## config.mk

```make
export PLATFORM = sky130hd
export DESIGN_NAME = binary_search_ctrl
export DESIGN_NICKNAME = d
export VERILOG_FILES = /design/src/rtl/binary_search_ctrl_pkg.sv /design/src/rtl/binary_search_ctrl.sv
export SDC_FILE = /design/constraint.sdc
export NUM_CORES = 1
export LEC_CHECK = 0
export CAP_MARGIN = 10
export CORE_MARGIN = 4
export CORE_UTILIZATION = 28
export DETAILED_ROUTE_END_ITERATION = 16
export GPL_ROUTABILITY_DRIVEN = 1
export MAX_ROUTING_LAYER = met4
export PLACE_DENSITY_LB_ADDON = 0.3
export SLEW_MARGIN = 20
export SYNTH_ARGS = -nofsm -noshare
export SYNTH_HDL_FRONTEND = slang
export SYNTH_SLANG_ARGS = --single-unit
```

## constraint.sdc

```tcl
create_clock -name clk -period 4.25 [get_ports clk]
set_input_delay 0.85 -clock clk [delete_from_list [all_inputs] [get_ports clk]]
set_output_delay 0.85 -clock clk [all_outputs]
set_load 0.01 [all_outputs]
```

## src/rtl/binary_search_ctrl_pkg.sv

```systemverilog
// Shared types and default sizing for the binary search controller.
package binary_search_ctrl_pkg;

    // Controller states; done/err are output pulses, not states.
    typedef enum logic {
        IDLE  = 1'b0,
        PROBE = 1'b1
    } state_e;

    localparam int DEF_W    = 4;
    localparam int DEF_MAXP = DEF_W + 1;

endpackage

```

## src/rtl/binary_search_ctrl.sv

```systemverilog
// Binary search controller: drives a registered probe value into an external
// comparator and narrows [lo, hi] from the equal/greater/lower flags until the
// target is found (done) or the search becomes impossible (err).
//
// state | meaning
// ------+------------------------------------------------------------
// IDLE  | waiting for start; probe/result/steps hold their last value
// PROBE | probe is on the comparator; flags are consumed every cycle
module binary_search_ctrl
    import binary_search_ctrl_pkg::*;
#(
    parameter int W    = DEF_W,
    parameter int MAXP = W + 1
) (
    input  logic                        clk,
    input  logic                        rst_n,
    input  logic                        start,
    input  logic                        equal,
    input  logic                        greater,
    input  logic                        lower,
    output logic [W-1:0]                probe,
    output logic                        busy,
    output logic                        done,
    output logic                        err,
    output logic [W-1:0]                result,
    output logic [$clog2(MAXP+1)-1:0]   steps
);

    localparam int SW = $clog2(MAXP + 1);
    localparam logic [SW-1:0] MAXP_L = SW'(MAXP);

    state_e         state_q, state_d;
    logic [W-1:0]   lo_q, lo_d;
    logic [W-1:0]   hi_q, hi_d;
    logic [W-1:0]   probe_q, probe_d;
    logic [W-1:0]   result_q, result_d;
    logic [SW-1:0]  steps_q, steps_d;
    logic           done_q, done_d;
    logic           err_q, err_d;

    logic [SW-1:0]  step_inc;
    logic [W:0]     probe_up;
    logic [W:0]     lo_plus1;
    logic           range_cross_up;
    logic           range_cross_dn;
    logic           out_of_probes;

    // Midpoint computed one bit wider so lo+hi never wraps.
    function automatic logic [W-1:0] midpoint(input logic [W-1:0] a, input logic [W-1:0] b);
        logic [W:0] s;
        s = {1'b0, a} + {1'b0, b};
        return W'(s >> 1);
    endfunction

    // Range guards: greater needs probe+1 <= hi, lower needs probe-1 >= lo.
    always_comb begin
        step_inc       = steps_q + 1'b1;
        probe_up       = {1'b0, probe_q} + 1'b1;
        lo_plus1       = {1'b0, lo_q} + 1'b1;
        range_cross_up = probe_up > {1'b0, hi_q};
        range_cross_dn = {1'b0, probe_q} < lo_plus1;
        out_of_probes  = step_inc >= MAXP_L;
    end

    // Next-state and datapath update; pulses default low every cycle.
    always_comb begin
        state_d  = state_q;
        lo_d     = lo_q;
        hi_d     = hi_q;
        probe_d  = probe_q;
        result_d = result_q;
        steps_d  = steps_q;
        done_d   = 1'b0;
        err_d    = 1'b0;

        unique case (state_q)
            IDLE: begin
                // A pending done/err pulse means the previous search is still
                // retiring; start is not honoured until the following cycle.
                if (start && !done_q && !err_q) begin
                    lo_d    = '0;
                    hi_d    = '1;
                    steps_d = '0;
                    probe_d = midpoint('0, '1);
                    state_d = PROBE;
                end
            end
            PROBE: begin
                unique case ({equal, greater, lower})
                    3'b100: begin
                        result_d = probe_q;
                        steps_d  = step_inc;
                        done_d   = 1'b1;
                        state_d  = IDLE;
                    end
                    3'b010: begin
                        if (range_cross_up || out_of_probes) begin
                            err_d   = 1'b1;
                            state_d = IDLE;
                        end else begin
                            lo_d    = W'(probe_up);
                            probe_d = midpoint(W'(probe_up), hi_q);
                            steps_d = step_inc;
                        end
                    end
                    3'b001: begin
                        if (range_cross_dn || out_of_probes) begin
                            err_d   = 1'b1;
                            state_d = IDLE;
                        end else begin
                            hi_d    = probe_q - 1'b1;
                            probe_d = midpoint(lo_q, probe_q - 1'b1);
                            steps_d = step_inc;
                        end
                    end
                    default: begin
                        err_d   = 1'b1;
                        state_d = IDLE;
                    end
                endcase
            end
            default: state_d = IDLE;
        endcase
    end

    // State and datapath registers with asynchronous clear.
    always_ff @(posedge clk or negedge rst_n) begin
        if (!rst_n) begin
            state_q  <= IDLE;
            lo_q     <= '0;
            hi_q     <= '0;
            probe_q  <= '0;
            result_q <= '0;
            steps_q  <= '0;
            done_q   <= 1'b0;
            err_q    <= 1'b0;
        end else begin
            state_q  <= state_d;
            lo_q     <= lo_d;
            hi_q     <= hi_d;
            probe_q  <= probe_d;
            result_q <= result_d;
            steps_q  <= steps_d;
            done_q   <= done_d;
            err_q    <= err_d;
        end
    end

    assign probe  = probe_q;
    assign busy   = (state_q == PROBE);
    assign done   = done_q;
    assign err    = err_q;
    assign result = result_q;
    assign steps  = steps_q;

endmodule

```

==> results_dict.tcl <==
set metrics [dict create \
    worst_setup_path_start_kind "register" \
    port_buffers 19 \
    synth_cell_types 45 \
    yosysSeqAreaShare_pct 34.8 \
    grt_max_degree 23 \
    fin_crit_ns 3.03 \
    final_max_slew_viol_count 0 \
    slew_headroom_pct 53.1 \
    cts_max_path_buffers 2 \
    synth-edff-count 0 \
    fmax_mhz 330 \
    vias_per_cell 4.90 \
    netlist_instances 155 \
    worstPathRequired_ns 4.40 \
    final_cells 248 \
    area_growth_pct 21.3 \
    io_pins 20 \
    grt_pass1_vias 1237 \
    cts.sinks 22 \
    crit_path_max_fanout 11 \
    post-place-cells 244 \
    status "finished, final reports clean" \
    ctsHtreeMaxLevel 1 \
    root_buffer "clkbuf_8" \
    drtIter0Drc 74 \
    syn-cell-area_um2 1580 \
    hold_class "register to register" \
    n_antenna_cell 0 \
    synth_top_area_cell "dfrtp_1" \
    cts_setup_buffers 0 \
    synth_top_flop_cell "dfrtp_1" \
    crit_arrival_ns 3.18 \
    fin_skew_ns 0.0131 \
    powerDensity_nw_per_um2 658 \
    wirelength_um 3770 \
    design.core.area_um2 5510 \
    reg2reg_slack_ns 1.22 \
    min_period_over_period_pct 71.3 \
    dr.pass1.iters 4 \
    ir_drop_uv 180 \
    cts_made_buffers 3 \
    multi_input_area_um2 976 \
    synth_warnings 0 \
    grt_overflow 0 \
    drcViolationCount 0 \
    die_area_um2 6920 \
    setup_viol 0 \
    syn_nets 182 \
    fp-row-count 27 \
    maxCapViolCount 0 \
    layout_commonest_cell "dfrtp_1" \
    cts_tree "built" \
    synth-async-reset-ratio_pct 100 \
    nets 204 \
    grt_pass1_wl_um 6480 \
    start_util_pct 28.8 \
    track_usage_pct 11.8 \
    layout_common_cells "dfrtp_1, ha_1, clkdlybuf4s50_1, inv_1, nand2_1" \
    fillers 571 \
    dp_hpwl_um 2900 \
    rsz0062_at_grt "false" \
    cp-end-kind "register" \
    register_area_um2 551 \
    drive_above_1_share_pct 11.4 \
    clk_latency_ns 0.27 \
    synthTopCellsByArea "dfrtp_1, ha_1, mux2_2, xor2_1, inv_1" \
    ys_seq_elements 22 \
    tns_ns 0 \
    p_leak_nw 0.836 \
    wl_per_cell_um 15.2 \
    synth_top_area_share_pct 34.8 \
    avgSynthCellArea_um2 10.2 \
    ant_nets 0 \
    die_w_um 83.2 \
    gp_congestion 0.823 \
    worstMarginPinSlew_ns 0.702 \
    post_cts_resized 0 \
    clk_pin_slew_worst_paths_ns 0.08 \
    dieHeight_um 83.2 \
    antenna_found_initial 0 \
    path_class "register to register" \
    hold_buffers 0 \
    routed-via-count 1214 \
    final-hold-violation-count 0 \
]
## where the power goes
group	leakage, nW	switching (mW)	total [mW]	internal, mW
clock network	0.0357	0.0794	0.205	0.126
registers	0.257	0.0884	0.361	0.273
logic	0.543	0.364	0.697	0.333
## cell families (layout without fill, tap and decap cells)
family          count (synthesis)  count (layout)  synth area share, %
simple gates                   44              44                 16.9
compound gates                 33              33                 14.8
flops                          22              22                 34.8
fa+ha+maj                      21              21                 17.5
buf+inv                        15              36                 3.63
xor+xnor                       11              11                 6.08
mux                             9               9                 6.24
## path summary, 6_finish.rpt
kind | endpoint | start | cells past startpoint
worst max-delay path | probe[0] | probe[0] | 8
worst min-delay path | result[1] | result[1] | 1
worst max register to register | probe[0] | probe[0] | 8
worst min register to register | result[1] | result[1] | 1
max in group asynchronous | hi_q[3] | rst_n | 1
min in group asynchronous | lo_q[2] | rst_n | 1
## state kept, by name (all words and copies together), names as in the netlist
signal,count
busy,1
done,1
err,1
hi_q,4
lo_q,4
probe,4
result,4
steps,3
## through the flow
stage | instance area, um2 | utilization, % | setup slack [ns] | hold slack, ns | power, mW
final | 1920 | 34.9 | 1.22 | 0.513 | 1.26
after global routing | 1920 | 34.9 | 0.994 | 0.530 | 1.37
after CTS | 1930 | 35.0 | 1.25 | 0.521 | 1.28
after detailed placement | 1860 | 33.7 | 1.28 | 0.498 | 1.06
after global placement | 1860 | 33.7 | 1.31 | 0.490 | 1.06
after floorplan | 1580 | - | 1.57 | 0.509 | 0.817
## layer usage
layer / track usage (%) / up-vias / share of wire [%]
li1: - / 609 / -
met1: 17.3 / 580 / 53
met2: 17.1 / 21 / 44
met3: 2.08 / 4 / 3.2
met4: 2.23 / 0 / 0.37
met5: - / - / 0
## cell usage after synthesis (2+ instances only)
library cell  number
a21oi_1            4
xnor2_1            5
o31ai_1            2
mux2_2             7
nor2b_1            2
fa_1               2
a211oi_1           3
dfrtp_1           22
o211ai_1           3
ha_1              19
a31oi_1            4
mux2i_1            2
nand3_1            7
o21ai_0            5
nand2_1           11
xor2_1             6
nor2_1             9
a21o_1             3
inv_1             13
## worst max-delay path: stages, from the launching register on
cell and delay, ns:
dfrtp_1 0.60, ha_1 0.26, xor2_1 0.30, ha_1 0.35
and4b_1 0.22, a211oi_1 0.28, o2111a_2 0.36, nand3b_4 0.20
mux2_2 0.35
## final cells by class
class / instances / share of cell area (%)
Sequential cell: 22 / 28.6
Inverter: 13 / 2.54
Clock buffer: 3 / 2.15
Tap cell: 72 / 4.69
Multi-Input combinational cell: 118 / 50.8
Clock inverter: 1 / 1.56
Timing Repair Buffer: 19 / 9.64
No activity file was read; power rests on OpenSTA's default activity.
==> RTL edit 1 (config.mk and constraints unchanged) <==
`lo_q` no longer has a reset.
--- a/src/rtl/binary_search_ctrl.sv
+++ b/src/rtl/binary_search_ctrl.sv
@@ -127,7 +127,6 @@
     always_ff @(posedge clk or negedge rst_n) begin
         if (!rst_n) begin
             state_q  <= IDLE;
-            lo_q     <= '0;
             hi_q     <= '0;
             probe_q  <= '0;
             result_q <= '0;
@@ -136,7 +135,6 @@
             err_q    <= 1'b0;
         end else begin
             state_q  <= state_d;
-            lo_q     <= lo_d;
             hi_q     <= hi_d;
             probe_q  <= probe_d;
             result_q <= result_d;
@@ -144,6 +142,10 @@
             done_q   <= done_d;
             err_q    <= err_d;
         end
+    end
+
+    always_ff @(posedge clk) begin
+        lo_q <= lo_d;
     end
 
     assign probe  = probe_q;
Check against the original RTL: same outputs for any inputs over 10 cycles, from zero or initial values and one cycle with rst_n low; that may be too few to reach the edited logic, so the function may still have changed.
==> RTL edit 1 against the unedited design <==
  * Critical path depth shrank 2
  * Cell area is 0.33% higher
  * Synthesized area rose by 1.4%
  * Synthesized cell count grew 7.7%
  * Count of clock-buffer cells in the layout unchanged
  * Total power up 26%
  * Register-to-register slack improved by 0.28 ns
  * First-iteration DRC count is 11% lower
  * Sequential cell count is the same
  * Clock skew down 0.011 ns
  * Worst setup slack gained 0.14 ns
  * Clock power decreased by 4%
  * Routed wire length fell by 3.0%
  * Critical path type is now input port to flip-flop
==> RTL edit 1: results (changes against the unedited design) <==
- Starting DRT DRC Count: 66 (was 74)
- Leakage power: 0.8163 nW (was 0.8360 nW)
- Worst clock skew: 0.002556 ns (was 0.01310 ns)
- HPWL Detailed: 2.941 mm (was 2.900 mm)
- Seq area share: 29.59% (was 28.65%)
- Signal buf overhead: 9.864% (was 9.635%)
- Met2 Use GR: 16.34% (was 17.06%)
- R2r setup slk: 1.50 ns (was 1.22 ns)
- Filler Cell Count: 573 (was 571)
- CP max-delay cell: clkdlybuf4s50_1 (was dfrtp_1)
- Fin nets: 213 (was 204)
- Worst ir drop on vdd: 233.1 µV (was 180.0 µV)
- Largest net degree at the start of global routing: 19 (was 23)
- Seq/Total Area, Yosys: 35.51% (was 34.76%)
- GRT Overall Usage: 11.11% (was 11.80%)
- WHS: 0.5084 ns (was 0.5130 ns)
- Post-synthesis adder-cell area fraction: 17.29% (was 17.54%)
- Max incr delay on CP: 0.49 ns (was 0.60 ns)
- Post-DP Area: 1857 µm² (was 1856 µm²)
- Vias: 1243 (was 1214)
- Drt total wl: 3.662 mm (was 3.774 mm)
- Inverters: 15 (was 13)
- Initial Util: 29.00% (was 28.77%)
- Post-Synth XOR/XNOR Area: 6.542% (was 6.082%)
- Status: complete, no violations (unchanged)
- CP arrival: 3.02 ns (was 3.18 ns)
- Routing usage on met1: 16.20% (was 17.32%)
- Reg2Reg Capture Point: steps[2] (was probe[0])
- Global-route wire length before repair: 6.161 mm (was 6.479 mm)
- Distinct cells, synth: 44 (was 45)
- Proportion of layout cells with a drive suffix above 1: 8.108% (was 11.36%)
- Clk tree area frac: 3.699% (was 3.711%)
- CP max FO: 7 (was 11)
- Slew HR: 36.42% (was 53.07%)
- Synth Area in Compound Gates: 18.30% (was 14.85%)
- Post-synthesis mux area share: 2.804% (was 6.240%)
- Wirelength per Cell: 14.25 µm (was 15.22 µm)
- Commonest cells post-synth: ha_1, dfrtp_1, inv_1, a21oi_1, nor2_1 (was dfrtp_1, ha_1, inv_1, nand2_1, nor2_1)
- Place WS: 1.073 ns (was 1.280 ns)
- Multi-input gate share of total cell area: 49.25% (was 50.78%)
[RTL edit 1: cell types whose count changed in the layout (fill, tap and decap cells not counted), sizes merged, moves of 3 or more]
cell / before / now
a211oi: 4 / 0
a21oi: 4 / 14
edfxtp: 0 / 4
dfrtp: 22 / 18
nor2: 9 / 14
mux2: 7 / 4
[RTL edit 1: how the worst max path moves through the flow]
stage	from	to	slack, ns	cells past startpoint
after floorplan	equal	steps[1]	1.71	8
after global placement	equal	probe[2]	1.13	6
after detailed placement	equal	probe[2]	1.07	6
after CTS	equal	probe[2]	1.36	6
after global routing	equal	probe[2]	1.20	6
final	equal	probe[2]	1.36	6
[RTL edit 1: where the power goes]
group / internal, mW / total [mW] / switching (mW) / leakage [nW]
Clock: 0.126 / 0.196 / 0.0701 / 0.0357
Sequential: 0.304 / 0.425 / 0.120 / 0.238
Combinational: 0.453 / 0.972 / 0.519 / 0.542
[RTL edit 1: metal layers]
metal,up-vias,wire length [µm]
met4,0,31
li1,622,-
met2,32,1635
met5,-,0
met3,4,183
met1,585,1811
==> RTL edit 2 (same flow settings) <==
Without the edit above. Set the package constant `DEF_W` to 8 (it was 4).
--- a/src/rtl/binary_search_ctrl_pkg.sv
+++ b/src/rtl/binary_search_ctrl_pkg.sv
@@ -7,7 +7,7 @@
         PROBE = 1'b1
     } state_e;
 
-    localparam int DEF_W    = 4;
+    localparam int DEF_W    = 8;
     localparam int DEF_MAXP = DEF_W + 1;
 
 endpackage
Ports: changed (resized probe, result and steps); port bits go from 20 to 29. No check against the original RTL was run, so the function may have changed too.
==> RTL edit 2 against the unedited design <==
  * Worst hold slack lost 0.027 ns
  * Sequential cell count grew 17
  * Cell area grew 90%
  * Critical path depth grew 3
  * Sequential power grew 94%
  * Clock power grew 56%
  * Critical endpoint is now probe[1]
  * Cell count grew 98%
  * Synthesized area grew 96%
  * Core utilization shrank 1.2 points
  * Critical path type unchanged
  * Total power grew 150%
  * Routed wire length grew 120%
  * Via count grew 110%
  * Worst setup slack lost 0.60 ns
  * Synthesized cell count grew 110%
==> RTL edit 2: results (changes against the unedited design) <==
- Comb group: 2.12 mW (was 0.697 mW)
- Dominant cells by area after synthesis: dfrtp_1, ha_1, xor2_1 (was dfrtp_1, ha_1, mux2_2)
- Min-delay src: result[4] (was result[1])
- Worst r2r path cells: 11 (was 8)
- Fin cells: 491 (was 248)
- Vias in the first global route: 2565 (was 1237)
- Leakage power: 1.563 nW (was 0.8360 nW)
- Dpl cells: 483 (was 244)
- Reg2Reg Capture Point: probe[1] (was probe[0])
- Filler Cell Count: 1153 (was 571)
- Clk_lat worst skew: 0.30 ns (was 0.27 ns)
- Commonest cells post-synth: dfrtp_1, ha_1, nor2_1, inv_1, nand2_1 (was dfrtp_1, ha_1, inv_1, nand2_1, nor2_1)
- Syn Area/Cell: 9.667 µm² (was 10.22 µm²)
- Seq/Total Area, Yosys: 31.45% (was 34.76%)
- CP arrival: 3.81 ns (was 3.18 ns)
- Global-route wire length before repair: 13.47 mm (was 6.479 mm)
- Post-synthesis mux area share: 8.548% (was 6.240%)
- Routing usage on met1: 16.96% (was 17.32%)
- Multi-input gates: 252 (was 118)
- Post-synthesis adder-cell area fraction: 15.40% (was 17.54%)
- Non-CTS buffers: 31 (was 19)
- Signal buf overhead: 8.142% (was 9.635%)
- Status: complete, no violations (unchanged)
- Synth Area in Compound Gates: 16.05% (was 14.85%)
- I/O Buffers: 28 (was 19)
- Clock Buffer Count: 5 (was 3)
- Worst ir drop on vdd: 235.3 µV (was 180.0 µV)
- Distinct cells, synth: 59 (was 45)
RTL edit 2: cell count changes in the layout (fill, tap and decap cells not counted), moves of 9 or more:
cell,unedited run,this run
a22o_1,0,9
clkdlybuf4s50_1,18,27
dfrtp_1,22,39
nor2_1,9,27
ha_1,19,35
RTL edit 2: worst min-delay path by stage:
stage | end | slack [ns] | cells past startpoint
after floorplan | hi_q[0] | 0.49 | 1
after global placement | result[6] | 0.47 | 1
after detailed placement | result[4] | 0.48 | 1
after CTS | result[4] | 0.49 | 1
after global routing | result[4] | 0.51 | 1
final | result[4] | 0.49 | 1
RTL edit 2: critical path: stages (launching register included):
cell and delay [ns]:
dfrtp_1 0.65, ha_1 0.28, nand3_1 0.15, nor2_1 0.17, xor2_1 0.36, ha_1 0.29, nand3_2 0.11, or4_4 0.54
o31ai_4 0.09, nand3_4 0.13, a21oi_4 0.39, mux2_4 0.34
RTL edit 2: logic make-up after synthesis:
kind of cell,Yosys count
DFF,39
AOI/OAI and AO/OA,65
adders and majority gates,37
muxes,22
and+or+nand+nor,104
buffers and inverters,30
xor gates and xnor gates,24
RTL edit 2: through the flow:
stage / power (mW) / instance area [µm²] / util (%) / setup slack [ns]
final: 3.144 / 3657 / 33.74 / 0.6235
after global routing: 3.410 / 3657 / 33.74 / 0.4822
after CTS: 3.157 / 3657 / 33.74 / 0.6663
after detailed placement: 2.822 / 3545 / 32.70 / 0.6975
after global placement: 2.807 / 3545 / 32.70 / 0.7938
after floorplan: 2.159 / 3103 / - / 1.037
RTL edit 2: routing by layer:
layer	part of all wire (%)	vias to the layer above	routed length, µm
li1	-	1219	-
met1	46	1220	3796
met2	49	52	4072
met3	3.1	15	260
met4	2.5	0	207
met5	0	-	0
